--- src/rtl/sub_serial.sv ---
// sub_serial: digit-serial subtractor computing inA - inB over WIDTH/DIGIT clocks with zero/borrow/overflow status
module sub_serial #(
  parameter int WIDTH = 32,
  parameter int DIGIT = 1
) (
  input  logic             clk,
  input  logic             rst,
  input  logic             start,
  input  logic [WIDTH-1:0] inA,
  input  logic [WIDTH-1:0] inB,
  output logic             busy,
  output logic             done,
  output logic [WIDTH-1:0] subout,
  output logic             flag,
  output logic             borrow,
  output logic             ovf
);
  localparam int N  = WIDTH / DIGIT;
  localparam int CW = $clog2(N + 1);
  typedef enum logic [1:0] {IDLE, RUN, DONE} state_t;
  state_t           state_q, state_d;
  logic [WIDTH-1:0] a_q, a_d, b_q, b_d, res_q, res_d, sub_q, sub_d, res_nx;
  logic [CW-1:0]    cnt_q, cnt_d;
  logic             carry_q, carry_d, ma_q, ma_d, mb_q, mb_d;
  logic             flag_q, flag_d, borrow_q, borrow_d, ovf_q, ovf_d;
  logic [DIGIT:0]   dsum;
  logic             accept, run, last;
  // result digits enter from the MSB end so the word is assembled after N shifts
  if (DIGIT == WIDTH) begin : g_full
    assign res_nx = dsum[DIGIT-1:0];
  end else begin : g_part
    assign res_nx = {dsum[DIGIT-1:0], res_q[WIDTH-1:DIGIT]};
  end
  // digit adder, control decode and next-state for every register
  always_comb begin
    dsum     = {1'b0, a_q[DIGIT-1:0]} + {1'b0, ~b_q[DIGIT-1:0]} + (DIGIT+1)'(carry_q);
    accept   = start && state_q != RUN;
    run      = state_q == RUN;
    last     = run && cnt_q == CW'(N - 1);
    state_d  = accept ? RUN : run ? (last ? DONE : RUN) : IDLE;
    a_d      = accept ? inA : run ? a_q >> DIGIT : a_q;
    b_d      = accept ? inB : run ? b_q >> DIGIT : b_q;
    ma_d     = accept ? inA[WIDTH-1] : ma_q;
    mb_d     = accept ? inB[WIDTH-1] : mb_q;
    carry_d  = accept ? 1'b1 : run ? dsum[DIGIT] : carry_q;
    cnt_d    = accept ? '0 : run ? cnt_q + CW'(1) : cnt_q;
    res_d    = run ? res_nx : res_q;
    sub_d    = last ? res_nx : sub_q;
    flag_d   = last ? res_nx == '0 : flag_q;
    borrow_d = last ? ~dsum[DIGIT] : borrow_q;
    ovf_d    = last ? (ma_q != mb_q) && (res_nx[WIDTH-1] != ma_q) : ovf_q;
  end
  // state and datapath registers, cleared asynchronously
  always_ff @(posedge clk or posedge rst) begin
    if (rst) begin
      state_q  <= IDLE;
      a_q      <= '0;
      b_q      <= '0;
      res_q    <= '0;
      sub_q    <= '0;
      cnt_q    <= '0;
      carry_q  <= 1'b0;
      ma_q     <= 1'b0;
      mb_q     <= 1'b0;
      flag_q   <= 1'b0;
      borrow_q <= 1'b0;
      ovf_q    <= 1'b0;
    end else begin
      state_q  <= state_d;
      a_q      <= a_d;
      b_q      <= b_d;
      res_q    <= res_d;
      sub_q    <= sub_d;
      cnt_q    <= cnt_d;
      carry_q  <= carry_d;
      ma_q     <= ma_d;
      mb_q     <= mb_d;
      flag_q   <= flag_d;
      borrow_q <= borrow_d;
      ovf_q    <= ovf_d;
    end
  end
  assign busy   = state_q == RUN;
  assign done   = state_q == DONE;
  assign subout = sub_q;
  assign flag   = flag_q;
  assign borrow = borrow_q;
  assign ovf    = ovf_q;
endmodule

--- config.mk ---
export PLATFORM = sky130hd
export DESIGN_NAME = sub_serial
export DESIGN_NICKNAME = d
export VERILOG_FILES = /design/src/rtl/sub_serial.sv
export SDC_FILE = /design/constraint.sdc
export NUM_CORES = 1
export LEC_CHECK = 0
export CORE_ASPECT_RATIO = 1.5
export CORE_UTILIZATION = 56
export CTS_BUF_LIST = sky130_fd_sc_hd__clkbuf_8 sky130_fd_sc_hd__clkbuf_16
export CTS_CLUSTER_DIAMETER = 150
export DETAILED_ROUTE_END_ITERATION = 16
export PLACE_DENSITY = 0.95
export SLEW_MARGIN = 15
export SYNTH_ARGS = -nofsm -noshare
export SYNTH_HDL_FRONTEND = slang
export SYNTH_SLANG_ARGS = --single-unit
--- constraint.sdc ---
create_clock -name clk -period 13.2 [get_ports clk]
set_input_delay 2.64 -clock clk [delete_from_list [all_inputs] [get_ports clk]]
set_output_delay 2.64 -clock clk [all_outputs]
set_load 0.01 [all_outputs]
Word-level counts from Yosys, hierarchy flattened
Cells that the tools add are included.
{"block": "classes", "n_bitwise": 2, "mux": 11, "n_reduce_logical": 5, "n_addsub": 3, "n_eq_ne": 6}
{"operator": "2-to-1 mux 32 bit", "count": 4}
{"operator": "zero test 32 bit", "count": 1}
{"operator": "2-to-1 mux 6 bit", "count": 2}
{"operator": "adder 6 x 1 -> 6 bit (second input constant)", "count": 1}
{"operator": "== test 6 x 5 -> 1 bit (second input constant)", "count": 1}
{"operator": "2-to-1 mux 2 bit", "count": 3}
{"operator": "logical AND 1 bit", "count": 3}
{"operator": "adder 1 x 1 -> 2 bit", "count": 1}
{"operator": "adder 2 x 1 -> 2 bit", "count": 1}
{"operator": "== test 2 x 1 -> 1 bit (second input constant)", "count": 1}
{"operator": "== test 2 bit (second input constant)", "count": 1}
{"operator": "2-to-1 mux 1 bit", "count": 2}
{"operator": "inequality test 1 bit", "count": 2}
{"operator": "inequality test 2 x 1 -> 1 bit (second input constant)", "count": 1}
{"operator": "NOT 1 bit", "count": 2}
{"operator": "nonzero test 2 bit", "count": 1}
{"block": "totals", "out_inout_bits": 37, "ff_bits": 142, "word_cells": 39, "input_bits": 67}

Depth between registers and ports, before layout
{"block": "logic_depth", "word_depth": 5, "mapped_depth": 7, "ltp_nobuf": 6}

Worst setup path before layout
OpenSTA, ideal clock, no wires.
{"block": "synth_path", "path_type": "flip-flop to output port", "startpoint": "register state_q[1]", "endpoint": "output busy", "arrival_ns": 0.998, "n_path_buf": 3, "setup_slack_ns": 9.562, "path_stages_with_launch": 6, "required_time_ns": 10.560, "path_cell_list": "dfrtp_1 nand2b_1 buf_2 inv_2 buf_6 buf_4"}
{"block": "synth_via", "elab_chain_cells": 1}
{"element": "start: declaration", "line": "21", "rtl": "state_t state_q, state_d;"}
{"element": "start signal: assignment", "line": "69", "rtl": "state_q <= state_d;"}
{"element": "== test 2 x 1 -> 1 bit", "line": "83", "rtl": "assign busy = state_q == RUN;"}
{"element": "end: declaration", "line": "11", "rtl": "output logic busy,"}
Every way passes these cells.

Worst setup path in the final report
Same ends and word-level chain as after synthesis.

==> reports/results.ini <==
[floorplanning]
dieArea_um2 = 11290
fp.dieH_um = 129.7
row_count = 46
core_area_um2 = 10590
die_x_um = 87.10
start_util = 0.5744
pin_count = 104

[sta]
slew_viol_final = 0
worst_pin_slew_ns = 1.100
rsz0062_at_grt = false
worst_hold_slack_ns = 0.4872
finalSetupViolations = 0
relSlewSlack = 0.2665
final.setup_skew_ns = 0.005687
layout_setup_ws_ns = 8.679
hold_viol = 0
finalSetupTns_ns = 0
max_freq_ghz = 0.2212
final.min_clock_period_ns = 4.521
finalCritPeriodShare = 0.3425

[grt]
globalRoute.totalOverflow = 0
grt_first_pass_wirelength_um = 20960
grt_usage = 0.2450
antenna_found_initial = 0
grt_pass1_vias = 4446
grt_max_degree = 130

[power]
peakVddDrop_mv = 0.1181
p_per_area_nw_per_um2 = 212.0
p_total_w = 0.001637
power_leakage_nw = 3.671

[final_layout]
layout.nets = 710
num_antenna_cells = 0
area_growth_syn_to_layout_pct = 26.92
mostFrequentLayoutCells = nand2_1 (164), dfrtp_1 (141), clkdlybuf4s50_1 (102)
fillers = 744
drive_gt1_frac = 0.1086
fin_util = 0.7291
final_common_cell = nand2_1

[clock_network]
cts_buffers = 17
clkTransAtPathRegs_ns = 0.06
hold_buffers = 0
clk_latency_ns = 0.42
cts_tree = built
post_cts_buffers = 0
clock_sinks = 141
cts.path.max_buffers = 2
cts_root_buf = clkbuf_16
cts.htree.levels = 4
cts_resized = 0

[yosys]
ys_seq_elements = 141
synth_cells = 549
ys_seq_area_frac = 0.5800
synth_edf_count = 0
synthDistinctLibCells = 28
synthArstFlopShare = 1.000
yosysTopAreaCellShare = 0.5800
synth_top_area_cell = dfrtp_1
synthFlopType = dfrtp_1
synthTopCellsByArea = dfrtp_1 (58%), mux2i_1 (11%), nand2_1 (10%), mux2_4 (4.9%), o21ai_0 (4.3%)
synthesis.nets = 618
synth_area_um2 = 6083
syn_area_per_cell_um2 = 11.08
yosys_warnings = 0

[place]
dp_hpwl_um = 7969
io_buffers = 103
post-place-ws_ns = 8.660
globalplace.congestion = 0.7694

[route]
post_drt_wl_per_cell_um = 15.45
wl_met2_um = 6627
wl_met1_um = 4931
drt_wl_total_um = 12330
route.met3.wl_um = 559
viasPerCell = 5.382
num_vias = 4295
drtPass1Iterations = 4
drt_iter0_drc = 305
ant_nets = 0
route.detailed.drc = 0
routed.top_layer = met4

[status]
status = finished clean

[critical_path]
required_ns = 10.56
arrival_ns = 1.88
crit_type = register to output pin
worstSetupEndpointType = output pin
slowest_delay_ns = 0.61
startpoint_type = register
crit_fanout = 34
worst_path_max_delay_cell = clkdlybuf4s50_1
path_cells = nand2b_1 > inv_4 > clkdlybuf4s50_1

[hold_path]
min_path_type = register to register

[flow_run]
cap_violations = 0

[critical path, delay by kind of cell, from the launching register on]
family        cells  cell delay (ns)
buf+inv           2             0.88
flops             1             0.38
simple gates      1             0.19
[cell type report]
type	count	area (µm²)	share of cell area
well taps	144	180.2	0.02333
repair buffers	107	1059	0.1371
flip-flops and latches	141	3528	0.4570
clock buffers	22	494.2	0.06401
inverters	4	22.52	0.002917
multi-input cells	370	2317	0.3001
clock inverters	10	120.1	0.01556
[synth_stat cells, types with 2 or more instances]
cell type and count:
mux2i_1 65, a21oi_1 2, nand3b_1 3, nand3_1 2, clkbuf_1 8, xor2_1 2
buf_12 2, dfrtp_1 141, o21ai_0 52, mux2_2 15, nand2_1 164, inv_1 3
nor2_1 10, nand4_1 2, buf_4 10, buf_2 12, o21ai_1 18, mux2_4 20
buf_6 2, nor4_1 8
[per-stage QoR]
stage          area (µm²)  std cells
5_1_grt              7721        798
2_1_floorplan        6083        549
3_5_place_dp         7107        766
4_1_cts              7721        798
6_report             7721        798
3_3_place_gp         7107        766
[state kept, by name (all words and copies together) (netlist names)]
| signal | flops |
|---|---|
| a_q | 32 |
| mb_q | 1 |
| carry_q | 1 |
| res_q | 31 |
| ma_q | 1 |
| borrow | 1 |
| cnt_q | 6 |
| subout | 32 |
| state_q | 2 |
| ovf | 1 |
| b_q | 32 |
| flag | 1 |
[power by group]
group          switching (W)  leakage, nW  internal [W]
clock               0.000170        0.321      0.000318
combinational       0.000207         1.50      0.000215
sequential          0.000128         1.85      0.000598
total               0.000505         3.67       0.00113
[logic make-up after synthesis]
| logic type | count (synthesis) | share of synthesized area |
|---|---|---|
| mux | 100 | 0.1841 |
| compound gates | 72 | 0.05924 |
| xor+xnor | 2 | 0.002880 |
| fa+ha+maj | 2 | 0.005347 |
| buf+inv | 38 | 0.03990 |
| flops | 141 | 0.5800 |
| simple gates | 194 | 0.1286 |
[routing by layer]
metal,vias up,global-route usage
met5,-,0
met4,0,0.08390
met3,22,0.07516
met2,120,0.4294
li1,2034,-
met1,2119,0.2839
[final timing paths]
kind                                 startpoint                   end  slack (ns)  depth (start not counted)
setup / recovery           state_q[1]$_DFF_PP0_                  busy        8.68                          3
hold / removal              b_q[13]$_DFFE_PP0P_   b_q[12]$_DFFE_PP0P_        0.49                          2
setup reg to reg           state_q[1]$_DFF_PP0_  cnt_q[3]$_DFFE_PP0P_       10.66                          6
hold reg to reg             b_q[13]$_DFFE_PP0P_   b_q[12]$_DFFE_PP0P_        0.49                          2
max in group asynchronous                   rst  cnt_q[1]$_DFFE_PP0P_        9.16                          3
min in group asynchronous                   rst   b_q[10]$_DFFE_PP0P_        2.67                          2
(Power assumes the default switching activity.)
